--- src/rtl/reg_wb_queue.sv ---
// Writeback queue feeding the register file's single write port. It merges ALU and memory results in order
// and flags read-after-write hazards for the two read ports.
module reg_wb_queue #(
  parameter int DEPTH = 4,
  parameter int DW    = 16,
  parameter int AW    = 4
) (
  input  logic                         clk,
  input  logic                         Clear,
  input  logic                         mem_valid,
  input  logic [AW-1:0]                mem_addr,
  input  logic [DW-1:0]                mem_data,
  output logic                         mem_ready,
  input  logic                         alu_valid,
  input  logic [AW-1:0]                alu_addr,
  input  logic [DW-1:0]                alu_data,
  output logic                         alu_ready,
  output logic [DW-1:0]                C,
  output logic [AW-1:0]                Caddr,
  output logic                         Load,
  input  logic [AW-1:0]                Aaddr,
  input  logic [AW-1:0]                Baddr,
  output logic                         hazA,
  output logic                         hazB,
  output logic [$clog2(DEPTH+1)-1:0]   count,
  output logic                         full,
  output logic                         empty
);

  localparam int CW = $clog2(DEPTH + 1);
  localparam int PW = $clog2(DEPTH);

  // Handshake: a producer's entry is taken at a rising edge where its valid and ready are both 1.
  // ready depends only on the registered count and on mem_valid, never on the producer's own valid.
  logic [AW-1:0] addr_q [DEPTH];
  logic [DW-1:0] data_q [DEPTH];
  logic [PW-1:0] head;
  logic [PW-1:0] tail;
  logic [PW-1:0] alu_slot;
  logic [CW-1:0] free;
  logic          push_mem;
  logic          push_alu;
  logic          pop;

  // Free space uses the pre-edge count, so a same-cycle pop gives no credit.
  assign free      = CW'(DEPTH) - count;
  assign mem_ready = (free >= CW'(1));
  assign alu_ready = mem_valid ? (free >= CW'(2)) : (free >= CW'(1));

  assign push_mem = mem_valid && mem_ready;
  assign push_alu = alu_valid && alu_ready;
  assign pop      = (count != '0);

  // The memory result is the older instruction, so it takes the tail slot first.
  assign alu_slot = push_mem ? tail + PW'(1) : tail;

  assign full  = (count == CW'(DEPTH));
  assign empty = (count == '0);

  always_ff @(posedge clk) begin
    if (push_mem) begin
      addr_q[tail] <= mem_addr;
      data_q[tail] <= mem_data;
    end
    if (push_alu) begin
      addr_q[alu_slot] <= alu_addr;
      data_q[alu_slot] <= alu_data;
    end
  end

  always_ff @(posedge clk or negedge Clear) begin
    if (!Clear) begin
      head  <= '0;
      tail  <= '0;
      count <= '0;
      Load  <= 1'b0;
      Caddr <= '0;
      C     <= '0;
    end else begin
      tail  <= tail + PW'(push_mem) + PW'(push_alu);
      count <= count + CW'(push_mem) + CW'(push_alu) - CW'(pop);
      if (pop) begin
        Load  <= 1'b1;
        Caddr <= addr_q[head];
        C     <= data_q[head];
        head  <= head + PW'(1);
      end else begin
        Load  <= 1'b0;
      end
    end
  end

  // A slot is occupied when its distance from head is less than count; the output register also counts while Load is high.
  always_comb begin
    logic [PW-1:0] off;
    hazA = Load && (Caddr == Aaddr);
    hazB = Load && (Caddr == Baddr);
    off  = '0;
    for (int i = 0; i < DEPTH; i++) begin
      off = PW'(i) - head;
      if (CW'(off) < count) begin
        if (addr_q[i] == Aaddr) hazA = 1'b1;
        if (addr_q[i] == Baddr) hazB = 1'b1;
      end
    end
  end

endmodule
--- config.mk ---
export PLATFORM = sky130hd
export DESIGN_NAME = reg_wb_queue
export DESIGN_NICKNAME = d
export VERILOG_FILES = /design/src/rtl/reg_wb_queue.sv
export SDC_FILE = /design/constraint.sdc
export NUM_CORES = 1
export LEC_CHECK = 0
export ABC_AREA = 1
export CORE_UTILIZATION = 30
export DETAILED_ROUTE_END_ITERATION = 8
export PLACE_DENSITY_LB_ADDON = 0.05
export SYNTH_ARGS = -nofsm -noshare
export SYNTH_HDL_FRONTEND = slang
export SYNTH_SLANG_ARGS = --single-unit
--- constraint.sdc ---
create_clock -name clk -period 2.4 [get_ports clk]
set_input_delay 0.48 -clock clk [delete_from_list [all_inputs] [get_ports clk]]
set_output_delay 0.48 -clock clk [all_outputs]
set_load 0.05 [all_outputs]
==> Word level (Yosys, flattened, before mapping) <==
Memories as Yosys holds them, arrays and structs flattened. A register that Yosys moved wholly into a read port is not among the register bits.
Cells that the tools add are included.
{ "word_totals": {"elab_cells": 66, "out_inout_bits": 30, "memories": 2, "input_bits": 52, "reg_bits": 8, "ram_bits": 80} }
{ "memory_table": {"columns": ["name", "depth", "width", "rd", "rd_clocked_by_memory_dff", "wr", "line_no", "text"], "rows": [
  ["data_q", 4, 16, 1, 1, 2, "36", "logic [DW-1:0] data_q [DEPTH];"],
  ["addr_q", 4, 4, 5, 1, 2, "35", "logic [AW-1:0] addr_q [DEPTH];"]
]} }
{ "classes": {"n_eq_ne": 11, "n_reduce_logical": 8, "n_mux": 23, "add_sub_neg": 12, "magnitude_cmp": 6} }
{ "op_table": {"columns": ["cell", "n"], "rows": [
  ["4-bit == test", 10],
  ["1-bit two-way mux", 22],
  ["2-bit by 3-bit < comparator with 1-bit output", 4],
  ["3-bit by 1-bit adder with 3-bit output", 2],
  ["2-bit by 1-bit adder with 2-bit output", 2],
  ["2-bit by 1-bit adder with 2-bit output (second input constant)", 2],
  ["1-bit logical AND", 4],
  ["1-bit by 2-bit subtractor with 2-bit output (first input constant)", 2],
  ["2-bit subtractor (first input constant)", 2],
  ["3-bit == test (second input constant)", 1],
  ["3-bit by 1-bit greater-or-equal comparator with 1-bit output (second input constant)", 1],
  ["3-bit by 2-bit greater-or-equal comparator with 1-bit output (second input constant)", 1],
  ["3-bit zero test", 1],
  ["3-bit nonzero test", 1],
  ["3-bit by 1-bit subtractor with 3-bit output", 1],
  ["3-bit subtractor (first input constant)", 1],
  ["1-bit zero test", 2],
  ["2-bit two-way mux", 1]
]} }

==> Depth between registers and ports, before layout <==
{ "logic_depth": {"depth_word": 10, "depth_mapped": 13, "ltp_nobuf": 13} }

==> Worst setup path before layout <==
Ideal clock, no wire load.
{ "synth_path": {"kind": "register to register", "startpoint": "register count[1]", "endpoint": "register count[2]", "slack_ps": -865, "setup_time_ps": 146, "path_stages_with_launch": 12, "required_time_ps": 2254, "t_arrival_ps": 3119, "cell_sequence": "dfrtp_1 > inv_1 > ha_1 > ha_1 > inv_2 > clkbuf_1 > ha_1 > fa_1 > inv_1 > fa_1 > xnor2_1 > xor2_1"} }
{ "synth_rtl": {"columns": ["element", "line_no", "text"], "rows": [
  ["start: declaration", "25", "output logic [$clog2(DEPTH+1)-1:0] count,"],
  ["start signal: assignment", "81", "count <= count + CW'(push_mem) + CW'(push_alu) - CW'(pop);"],
  ["3-bit nonzero test", "52", "assign pop = (count != '0);"],
  ["net pop", "43", "logic pop;"],
  ["3-bit by 1-bit subtractor with 3-bit output", "81", null]
]} }
The timed path passes the listed nets, and every way through them passes these cells.
A chain may end at the register's enable or synchronous reset.

==> Worst setup path in the final report <==
{ "layout_path": {"startpoint": "register head[0]", "endpoint": "output port hazB"} }
{ "layout_via": {"elab_chain_len": 9} }
{ "layout_rtl": {"columns": ["element", "line_no", "text"], "rows": [
  ["start: declaration", "37", "logic [PW-1:0] head;"],
  ["start signal: assignment", "86", "head <= head + PW'(1);"],
  ["1-bit by 2-bit subtractor with 2-bit output", "100", "off = PW'(i) - head;"],
  ["2-bit by 3-bit < comparator with 1-bit output", "101", "if (CW'(off) < count) begin"],
  ["1-bit two-way mux", "101", null],
  ["1-bit two-way mux", "103", "if (addr_q[i] == Baddr) hazB = 1'b1;"],
  ["1-bit two-way mux", "101", null],
  ["1-bit two-way mux", "103", null],
  ["1-bit two-way mux", "101", null],
  ["1-bit two-way mux", "103", null],
  ["1-bit two-way mux *", "101", null],
  ["end: declaration", "24", "output logic hazB,"]
]} }
Mark *: on every way between the ends. The rest lies on a longest branch, timed or not.

==> run summary <==
The worst clock skew is 8.68 ps. The number of antenna violations at the first check in global routing is 0. The initial core utilization was 0.310. Share of the synthesized area in compound gates (AO/OA/AOI/OAI): 0.0359.

The logs give 0.254 for the met1 demand-to-capacity share in global routing and 360 ps for the worst-skew pair later-pin latency. The number of synthesized register bits came out at 108. The detailed-route DRC error count is 0, and the maximum count of clock buffers along a single path is 2. The path class of the tightest hold or removal check is flip-flop to flip-flop.

Ranked by instance count, the synthesized netlist is headed by 292 x nand2_1, 97 x nand3_1, 80 x edfxtp_1, 39 x nor2_1. The final reports fail on setup timing. For the met2 capacity usage during global routing, the log shows 0.320. The endpoint required time on the critical path was 1920 ps; the switching power of the nets was 6110 uW.

Detailed placement ended at an HPWL of 12200 um. In this run the remaining antenna-violating nets after routing total 0. The row count was 52; the routed wire length per instance was 19.0 um. The synthesized netlist occupies a cell area of 6350 um2. The switching portion of total power is 0.480, and the transition time at the pin with the least slew margin is 552 ps.

The repair_antennas step left the layout with diodes totalling 0. Sequential group share of total power: 0.278. The run gives 0 as the final number of hold-violating endpoints. The tools report the max-slew violation count as 0. In this run the mean area of a mapped cell was 8.73 um2. Port buffering added 81 buffers. The logs give 0.631 for the relative slew slack and 4 for the number of failing setup endpoints in the final timing report.

The xor and xnor fraction of the mapped netlist area was 0.0483; the first-pass iteration count of the detailed router was 6. When the netlist entered floorplanning its net count stood at 796. The final period demand of the worst path is 2580 ps, and the number of vias after detailed routing is 5314. Summed over all instances, the cell type with the most area after synthesis is edfxtp_1.

The static power due to leakage is 0.00354 uW. By area the synthesized netlist is led by edfxtp_1 38%, nand2_1 17%, dfrtp_1 11%. The die is 147 um wide. The run gives -78.0 ps as the worst slack at placement. The tools report the design internal power as 6630 uW. After global routing, the most crowded layer is met2. The full die area is 21800 um2. Part of the Yosys area used for sequential elements: 0.489. Power density relative to cell area: 1530 nW/um2. The run gives -181 ps as the final worst-path setup slack. After global routing the overflow that remains totals 0. The via count of the first global-routing pass is 5203. The startpoint kind of the worst setup timing path is a flip-flop. The H-tree generated during clock tree synthesis spans 3 levels.

Clock share of power: 0.129. By area, the combinational part of the netlist is dominated by simple AND/OR/NAND/NOR gates. The number of enable-type register cells in the synthesized netlist works out to 80. The mux contribution to synthesized area works out to 0. Counting distinct cell types in the post-synthesis netlist gives 27. The dominant cell by count in the synthesized netlist is nand2_1.

In this run the vertical extent of the chip is 147 um. The tool flagged a number of max-cap violations equal to 0. The number of nets in the finished design is 885.

The first global-routing pass estimated 30600 um of wire. CTS placed an instance of clkbuf_16 at the clock tree root. Placeable core area: 20500 um2.

After filler insertion, the fill cell instance count of the layout stands at 2031. For the combinational fraction of design power, the log shows 0.593. The count of pins on the block boundary came out at 82. For this block, the routed nets add up to 20800 um of wire. At the end of routability-driven placement, the weighted congestion stood at 0.810.

Clock-pin slew was measured on the worst setup and hold paths at 80 ps. The area growth from synthesis to layout was 30.7%; the worst-path maximum fanout was 4. Using the TritonRoute via totals, the vias-per-cell ratio works out to 4.87. The largest net degree at the start of global routing came out at 41.

TritonCTS built the clock tree. The tree built by TritonCTS fans out to 108 sinks. The tools report the global routing usage summed across all routing layers as 0.189.

The final-layout worst hold slack was 481 ps; the CTS buffer count was 9. Among all flip-flop cells after synthesis, the most frequent one is edfxtp_1. Based on the critical path, the design can be clocked at up to 387 MHz.

The tools report the global routing met3 resource utilization as 0.0256. The async set-or-reset flop fraction in the synthesized netlist works out to 0.259. Top cell type's share of synthesized area: 0.378.

Across the VDD grid, the largest voltage drop is 582 uV. The part of the cycle the worst path needs came out at 1.08. The run finished, with violations left.

For the worst setup path, the data arrival time is 2100 ps. The critical path is of the flip-flop to output port type. The share of cells above drive strength 1 works out to 0.167.

The kind of capture point of the worst setup path is an output port. The synthesized-area fraction occupied by and/or/nand/nor cells is 0.322, and the synthesis warning total is 0. The cell count after synthesis came out at 727. Setup repair after global routing could not meet its margin everywhere. The area share of fa/ha/maj cells after synthesis is 0.0370. The tools report the number of DRC markers after the initial detailed-route iteration as 444.
[worst paths after layout]
check / cells after the start / from / slack (ps) / endpoint
hold reg to reg: 2 / C[12] / 480 / C[12]
min in group asynchronous: 2 / Clear / 550 / Caddr[1]
setup reg to reg: 13 / count[1] / -20 / count[2]
setup / recovery: 13 / head[0] / -180 / hazB
hold / removal: 2 / C[12] / 480 / C[12]
max in group asynchronous: 2 / Clear / 1480 / count[2]
[sequential cells by signal, summed over array words and instances, names as in the netlist]
signal,flops
Load,1
C,16
data_q,64
Caddr,4
tail,2
addr_q,16
count,3
head,2
[worst max-delay path, cell delays in order, from the launching register on]
cell and delay [ps]:
dfrtp_1 410, nand2_1 90, inv_2 40, nor2_2 100, inv_1 50, ha_1 260
a21boi_1 130, o21ai_1 120, buf_4 150, nand3_2 60, nand2_2 70, inv_2 30
nand2_2 80, buf_12 140
[placed cells by master (no fill, tap or decap), drive strengths merged]
| master | synthesis | layout |
|---|---|---|
| nand2 | 302 | 302 |
| nand3 | 103 | 103 |
| edfxtp | 80 | 80 |
| clkdlybuf4s50 | 0 | 75 |
| nor2 | 45 | 45 |
| buf | 24 | 44 |
| inv | 31 | 34 |
| xor2 | 29 | 29 |
| dfrtp | 28 | 28 |
| clkbuf | 20 | 14 |
| ha | 14 | 14 |
| a21oi | 9 | 9 |
| o21ai | 9 | 9 |
| a41oi | 8 | 8 |
| a22oi | 7 | 7 |
| nand4 | 6 | 6 |
| xnor2 | 6 | 6 |
| fa | 3 | 3 |
| a21boi | 2 | 2 |
| and2 | 1 | 1 |
| clkinv | 0 | 1 |
| clkinvlp | 0 | 1 |
[per-layer routing]
layer  routed length [um]  share of wire
met4                  297          0.014
met2                10100           0.49
met5                    0              0
met1                 9240           0.45
met3                 1100          0.053
[cell families after synthesis]
family | Yosys count
xor+xnor | 35
flops | 108
simple gates | 457
compound gates | 35
fa+ha+maj | 17
buf+inv | 75
[cell type report]
class / count / area, um2 / share of cell area
clock inverters: 5 / 46.3 / 0.00558
well taps: 270 / 338 / 0.0407
inverters: 31 / 121 / 0.0146
multi-input cells: 544 / 3080 / 0.371
flip-flops and latches: 108 / 3110 / 0.374
clock buffers: 11 / 275 / 0.0332
repair buffers: 122 / 1330 / 0.160
[stage by stage]
stage                     setup TNS, ps  total power (uW)  area, um2  std cells   util
after global routing              -2140             13600       8300       1091  0.405
after detailed placement           -409             10600       7680       1065  0.375
final                              -401             12700       8300       1091  0.405
after floorplan                   -1570              8180       6490        727      -
after CTS                          -381             12400       8050       1085  0.393
after global placement            -54.7             10600       7680       1065  0.375
[power groups by stage]
stage | Combinational, uW | Sequential [uW] | Clock [uW]
finish | 7550 | 3540 | 1640
global route | 8180 | 3630 | 1740
CTS | 7190 | 3550 | 1660
detailed placement | 7060 | 3580 | 0
global placement | 6990 | 3570 | 0
floorplan | 3980 | 4200 | 0
[timing repair]
action | 4_1_cts | 5_1_grt
endpoints found under the setup margin | 65 | 22
setup buffers | 5 | 2
pin swaps | 5 | 23
hold buffers | 0 | 0
gates resized for setup | 10 | 38
gates cloned | 0 | 4
Note: power is estimated with default switching activity, not from simulation.
